$ cat config.mk
export PLATFORM = sky130hd
export DESIGN_NAME = freq_bcd_display
export DESIGN_NICKNAME = d
export VERILOG_FILES = /design/src/rtl/freq_bcd_display.sv
export SDC_FILE = /design/constraint.sdc
export NUM_CORES = 1
export LEC_CHECK = 0
export ABC_AREA = 1
export BUFFER_PORTS_ARGS = -buffer_cell sky130_fd_sc_hd__buf_2
export CAP_MARGIN = 20
export CORE_MARGIN = 5
export CORE_UTILIZATION = 35
export CTS_CLUSTER_DIAMETER = 80
export CTS_CLUSTER_SIZE = 20
export DETAILED_ROUTE_END_ITERATION = 16
export GPL_TIMING_DRIVEN = 0
export PLACE_DENSITY = 0.52
export SLEW_MARGIN = 20
export SYNTH_ARGS = -nofsm -noshare
export SYNTH_HDL_FRONTEND = slang
export SYNTH_SLANG_ARGS = --single-unit
$ cat constraint.sdc
create_clock -name clk -period 5.1 [get_ports clk]
set_clock_uncertainty 0.05 [all_clocks]
set_input_delay 1.53 -clock clk [delete_from_list [all_inputs] [get_ports clk]]
set_output_delay 1.53 -clock clk [all_outputs]
set_load 0.02 [all_outputs]
$ cat src/rtl/freq_bcd_display.sv
// Converts the frequency meter's 10-bit count to four BCD digits using a sequential
// double-dabble engine, and scans them onto a 4-digit common-anode seven-segment display.
module freq_bcd_display #(
    parameter int unsigned SCAN_DIV = 100000,
    parameter bit          BLANK_LZ = 1'b1
) (
    input  logic        clk,
    input  logic        rst,
    input  logic [9:0]  F,
    output logic        busy,
    output logic        done,
    output logic [15:0] bcd,
    output logic [3:0]  an,
    output logic [6:0]  seg,
    output logic        dp
);

    localparam int unsigned PW = (SCAN_DIV > 32'd1) ? $clog2(SCAN_DIV) : 1;
    localparam logic [PW-1:0] PRESC_MAX = PW'(SCAN_DIV - 32'd1);

    typedef enum logic [1:0] {
        ST_IDLE  = 2'd0,
        ST_SHIFT = 2'd1,
        ST_DONE  = 2'd2
    } state_t;

    state_t         state_r;
    logic [9:0]     last_r;
    logic [9:0]     cap_r;
    logic [25:0]    shreg_r;
    logic [3:0]     cnt_r;
    logic [PW-1:0]  presc_r;
    logic [1:0]     idx_r;
    logic [3:0]     nib_s;
    logic           blank_s;
    logic [3:0]     an_s;

    // One double-dabble iteration: correct every BCD nibble >= 5, then shift left.
    function automatic logic [25:0] dabble_step(input logic [25:0] v);
        logic [25:0] t;
        t = v;
        for (int i = 0; i < 4; i++) begin
            if (t[10 + 4*i +: 4] >= 4'd5) begin
                t[10 + 4*i +: 4] = t[10 + 4*i +: 4] + 4'd3;
            end
        end
        return {t[24:0], 1'b0};
    endfunction

    // Active-low {g,f,e,d,c,b,a}; non-decimal nibbles show nothing.
    function automatic logic [6:0] seg_decode(input logic [3:0] d);
        logic [6:0] s;
        case (d)
            4'd0:    s = 7'b1000000;
            4'd1:    s = 7'b1111001;
            4'd2:    s = 7'b0100100;
            4'd3:    s = 7'b0110000;
            4'd4:    s = 7'b0011001;
            4'd5:    s = 7'b0010010;
            4'd6:    s = 7'b0000010;
            4'd7:    s = 7'b1111000;
            4'd8:    s = 7'b0000000;
            4'd9:    s = 7'b0010000;
            default: s = 7'b1111111;
        endcase
        return s;
    endfunction

    // Conversion FSM; F edits during a conversion are caught by the IDLE compare against last_r.
    always_ff @(posedge clk or posedge rst) begin
        if (rst) begin
            state_r <= ST_IDLE;
            last_r  <= 10'd0;
            cap_r   <= 10'd0;
            shreg_r <= 26'd0;
            cnt_r   <= 4'd0;
            bcd     <= 16'd0;
            busy    <= 1'b0;
            done    <= 1'b0;
        end else begin
            done <= 1'b0;
            case (state_r)
                ST_IDLE: begin
                    if (F != last_r) begin
                        cap_r   <= F;
                        shreg_r <= {16'd0, F};
                        cnt_r   <= 4'd10;
                        busy    <= 1'b1;
                        state_r <= ST_SHIFT;
                    end
                end
                ST_SHIFT: begin
                    shreg_r <= dabble_step(shreg_r);
                    cnt_r   <= cnt_r - 4'd1;
                    if (cnt_r == 4'd1) begin
                        state_r <= ST_DONE;
                    end
                end
                ST_DONE: begin
                    bcd     <= shreg_r[25:10];
                    last_r  <= cap_r;
                    done    <= 1'b1;
                    busy    <= 1'b0;
                    state_r <= ST_IDLE;
                end
                default: begin
                    busy    <= 1'b0;
                    state_r <= ST_IDLE;
                end
            endcase
        end
    end

    // Scan prescaler and digit index.
    always_ff @(posedge clk or posedge rst) begin
        if (rst) begin
            presc_r <= '0;
            idx_r   <= 2'd0;
        end else if (presc_r == PRESC_MAX) begin
            presc_r <= '0;
            idx_r   <= idx_r + 2'd1;
        end else begin
            presc_r <= presc_r + {{(PW-1){1'b0}}, 1'b1};
        end
    end

    // Select the current digit and decide whether it is a blanked leading zero.
    always_comb begin
        nib_s   = 4'd0;
        blank_s = 1'b0;
        case (idx_r)
            2'd0: begin
                nib_s   = bcd[3:0];
                blank_s = 1'b0;
            end
            2'd1: begin
                nib_s   = bcd[7:4];
                blank_s = BLANK_LZ && (bcd[15:4] == 12'd0);
            end
            2'd2: begin
                nib_s   = bcd[11:8];
                blank_s = BLANK_LZ && (bcd[15:8] == 8'd0);
            end
            2'd3: begin
                nib_s   = bcd[15:12];
                blank_s = BLANK_LZ && (bcd[15:12] == 4'd0);
            end
            default: begin
                nib_s   = 4'd0;
                blank_s = 1'b0;
            end
        endcase
        an_s = ~(4'b0001 << idx_r);
    end

    // Registered display drive, one cycle behind index and bcd.
    always_ff @(posedge clk or posedge rst) begin
        if (rst) begin
            an  <= 4'b1111;
            seg <= 7'h7F;
        end else begin
            an  <= an_s;
            seg <= blank_s ? 7'h7F : seg_decode(nib_s);
        end
    end

    assign dp = 1'b1;

endmodule

Yosys cells after proc, flatten, opt, wreduce, memory -nomap -nowiden
Memory sizes are Yosys's and may differ from the RTL's.
Index checks and enable logic that the tools add are counted.
- register bits after elaboration: 100
- word-level logic and storage cells: 65
- memories kept: 1
- ROM bits: 112
- output and inout port bits: 30
- bits of input ports: 12
- order comparisons: 4
- mux-type cells: 18
- bitwise gates (word level): 2
- add/sub/neg operators: 7
- eq/ne operators: 10
- shift-type cells: 1
- reductions and logical operators: 10
- memories (name ; depth ; bits a word ; rd ports ; clocked after Yosys merged registers in ; write ports ; RTL line ; RTL):
    (name not given) ; 16 ; 7 ; 1 ; 0 ; 0 ; 53 ; case (d)
- operator list (cell ; number):
    one-hot mux 26 bit (2 select lines) ; 1
    two-way mux 26 bit ; 1
    adder 17 x 1 -> 17 bit (second input constant) ; 1
    == test 17 bit (second input constant) ; 1
    two-way mux 17 bit ; 1
    greater-or-equal comparator 4 x 3 -> 1 bit (second input constant) ; 4
    two-way mux 4 bit ; 4
    one-hot mux 4 bit (4 select lines) ; 1
    adder 4 x 2 -> 4 bit (second input constant) ; 3
    zero test 12 bit ; 1
    inequality test 10 bit ; 1
    zero test 8 bit ; 1
    one-hot mux 4 bit (2 select lines) ; 1
    AND reduction 2 bit ; 4
    two-way mux 7 bit ; 1
    == test 2 bit (second input constant) ; 3
    == test 2 x 1 -> 1 bit (second input constant) ; 2
    == test 4 x 1 -> 1 bit (second input constant) ; 1
    zero test 2 bit ; 2
    zero test 4 bit ; 1
    two-way mux 2 bit ; 2
    inequality test 2 bit (second input constant) ; 2
    inverter 4 bit ; 1
    one-hot mux 1 bit (4 select lines) ; 1
    other kinds (10) ; 11

Longest topological paths before layout
An unclocked memory read counts as a cell.
- depth after elaboration: 4
- mapped depth: 11
- gate-level depth less buffers: 11

Worst setup path before layout
No wires, ideal clock.
- kind: input to register
- from: input F[1]
- to: register shreg_r[1]
- cell stages on the path: 10
- required time: 4934 ps
- buffers on the path: 1
- path slack: 2518 ps
- library setup time: 116 ps
- arrival: 2415 ps
- path through: inv_1 -> nand2_1 -> o21ai_0 -> nor2_1 -> nand3_2 -> o21bai_4 -> nand2_2 -> buf_6 -> nand2_1 -> nand2_1
- cells in the longest elaborated chain, start to end: 3
- elaborated cells on any way between the ends: 5
- classes of those cells: eq/ne (2); mux (2); reduce/logical (1)
- RTL lines (item ; RTL line ; RTL):
    from (decl) ; 9 ; input logic [9:0] F,
    inequality test 10 bit ; 84 ; if (F != last_r) begin
    inequality test 2 bit (no line) ; - ;
    AND reduction 2 bit (no line) ; - ;
    to (signal assigned) ; 86 ; shreg_r <= {16'd0, F};
    to (signal assigned) ; 93 ; shreg_r <= dabble_step(shreg_r);
    to (decl) ; 30 ; logic [25:0] shreg_r;
Several ways; a longest one is shown, not always the timed one. The select of a mux whose other input is x is not followed.
A chain may end at the register's enable or synchronous reset.

Final worst setup path
- from: register an[0]
- to: output an[0]
- RTL lines (item ; RTL line ; RTL):
    from (decl) ; 13 ; output logic [3:0] an,
    from (signal assigned) ; 162 ; an <= an_s;
No word-level cell between the ends.

==> results.ini <==
[sta]
fin_ws_ns=2.51
holdWs_ns=0.427
setup_viol=0
tightest_slew_ns=0.590
rsz0062_at_grt=no
fin_tns_setup_ns=0
drv_slew=0
max_slew_margin_pct=60.7
hold_viol=0
finalCritPeriodShare_pct=50.8
max_freq_ghz=0.386
finalWorstPathRequiredPeriod_ns=2.59

[grt]
antenna_found_initial=0
grt_usage_pct=14.4
grt_max_degree=53
grt-ovfl-total=0
first_global_vias=3995
grt_first_pass_wirelength_microns=19400

[final_layout]
layout_common_cells=197 x nand2_1, 89 x dfrtp_1, 73 x inv_1, 63 x o21ai_0, 49 x nand3_1
finish.utilization_pct=41.5
syn_to_final_growth_pct=15.1
drive_gt1_share_pct=13.3
layout.nets=708
n_antenna_cell=0
n_fill_cell=1409
final_common_cell=nand2_1

[floorplanning]
coreArea_sq_um=14000
die_h_microns=130
die_w_microns=130
start_util_pct=36.1
rows=43
ios=42
dieArea_sq_um=16900

[placed_design]
globalplace.congestion=0.833
dp_worst_setup_slack_ns=2.23
io_buffers=40
post-dp-hpwl_microns=8280

[yosys]
ys_warn_count=0
synth_cells=625
ys_seq_area_share_pct=49.9
synth_cell_types=36
synth_nets=656
synth.ff_latch_count=100
synth_area_sq_um=5050
avgSynthCellArea_sq_um=8.07

[clock_tree]
clock_path_buffers=2
cts_root_buffer=clkbuf_16
cts_post_setup_buffers_inserted=0
htreeDepth=3
clk_pin_slew_ns=0.07
clkSinkCount=100
cts_hold_buf=0
cts_buffers=9
cts_tree=done
cts_resized=0
insertion_delay_ns=0.35

[setup_path]
cp_slowest_cell=dfstp_2
path_buf_inv=1
worst-path-max-fanout=1
crit_arrival_ns=1.01
crit_chain=buf_2
startpoint_type=flip-flop
critPathTopFamily=flip-flops
critPathCaptureType=output port
critPathRequiredTime_ns=3.52
critPathKind=reg -> out
cp_slowest_stage_delay_ns=0.52

[detailed_routing]
drt_wl_total_microns=11600
ant_nets=0
vias_per_cell=4.82
drt-initial-drc-count=248
avgRoutedWirePerCell_microns=13.4
drc=0
dr.pass1.iters=6
vias=4159

[power]
power_density_nw_per_um2=561
ir_drop_mv=0.204
leakagePower_nw=3.01

[flow_run]
cap_violations=0

[status]
status=finished clean

[min_path]
hold_class=reg -> reg

==> synth_stat cells, drive strengths merged <==
cell type | number | area (sq um)
dfstp | 11 | 289
and3 | 1 | 6.26
conb | 1 | 3.75
xnor2 | 1 | 8.76
xor2 | 11 | 96.3
nor3 | 6 | 30.0
dfrtp | 89 | 2230
o21ai | 69 | 345
nor2 | 38 | 145
nand3 | 50 | 255
or2 | 2 | 12.5
nor4 | 5 | 46.3
o22ai | 2 | 12.5
a21oi | 8 | 40.0
inv | 79 | 297
nand4 | 7 | 43.8
o21bai | 2 | 26.3
ha | 19 | 238
buf | 11 | 92.6
clkinv | 1 | 3.75
clkbuf | 7 | 30.0
a21o | 1 | 7.51
o211ai | 5 | 37.5
nand2 | 199 | 752
==> layer usage <==
layer  GRT usage [%]  vias up  routed length [microns]
met5               0        -                        0
met4            3.12        0                       94
met3            4.13       10                      473
met2            23.4       79                     5560
met1            19.1     1984                     5430
li1                -     2086                        -
==> per-stage QoR <==
step,cells,power (mW),instance area [sq um]
after floorplan,625,2.20,5050
after global placement,845,2.53,5470
after detailed placement,846,2.57,5500
after CTS,862,3.30,5810
after global routing,862,3.53,5810
final,862,3.26,5810
==> power breakdown <==
group | internal, mW | switching, mW
logic | 0.457 | 0.804
registers | 1.09 | 0.202
clock network | 0.388 | 0.320
total | 1.93 | 1.33
==> path summary, 6_finish.rpt <==
kind                                 startpoint                       to  slack, ns  cells after the start
max in group asynchronous                   rst  shreg_r[20]$_DFFE_PP0P_       3.24                      3
setup reg to reg           idx_r[0]$_DFFE_PP0N_         seg[3]$_DFF_PP1_       3.00                     11
hold reg to reg            presc_r[0]$_DFF_PP0_     presc_r[0]$_DFF_PP0_       0.43                      1
hold / removal             presc_r[0]$_DFF_PP0_     presc_r[0]$_DFF_PP0_       0.43                      1
setup / recovery                an[0]$_DFF_PP1_                    an[0]       2.51                      1
min in group asynchronous                   rst     presc_r[6]$_DFF_PP0_       1.16                      2
==> state kept, by name, summed over array words and instances, names as in the netlist <==
register / cells
shreg_r: 26
presc_r: 17
bcd: 16
cap_r: 10
last_r: 10
seg: 7
an: 4
cnt_r: 4
idx_r: 2
state_r: 2
busy: 1
done: 1
==> layout make-up <==
cell class	instances	area [sq um]	area share, %
buffer	18	123	2.11
inverter	80	305	5.25
sequential	100	2520	43.3
clock inverter	7	81.3	1.40
clock buffer	9	225	3.88
multi-input combinational	427	2110	36.3
tap	180	225	3.88
timing repair buffer	41	228	3.92
==> logic make-up after synthesis <==
family | after synthesis | share of synthesized area, %
buffers and inverters | 98 | 8.38
other | 1 | 0.0743
DFF | 100 | 49.9
adders and majority gates | 19 | 4.71
and+or+nand+nor | 308 | 25.6
xor gates and xnor gates | 12 | 2.08
AOI/OAI and AO/OA | 87 | 9.30
No activity file was read; power rests on OpenSTA's default activity.
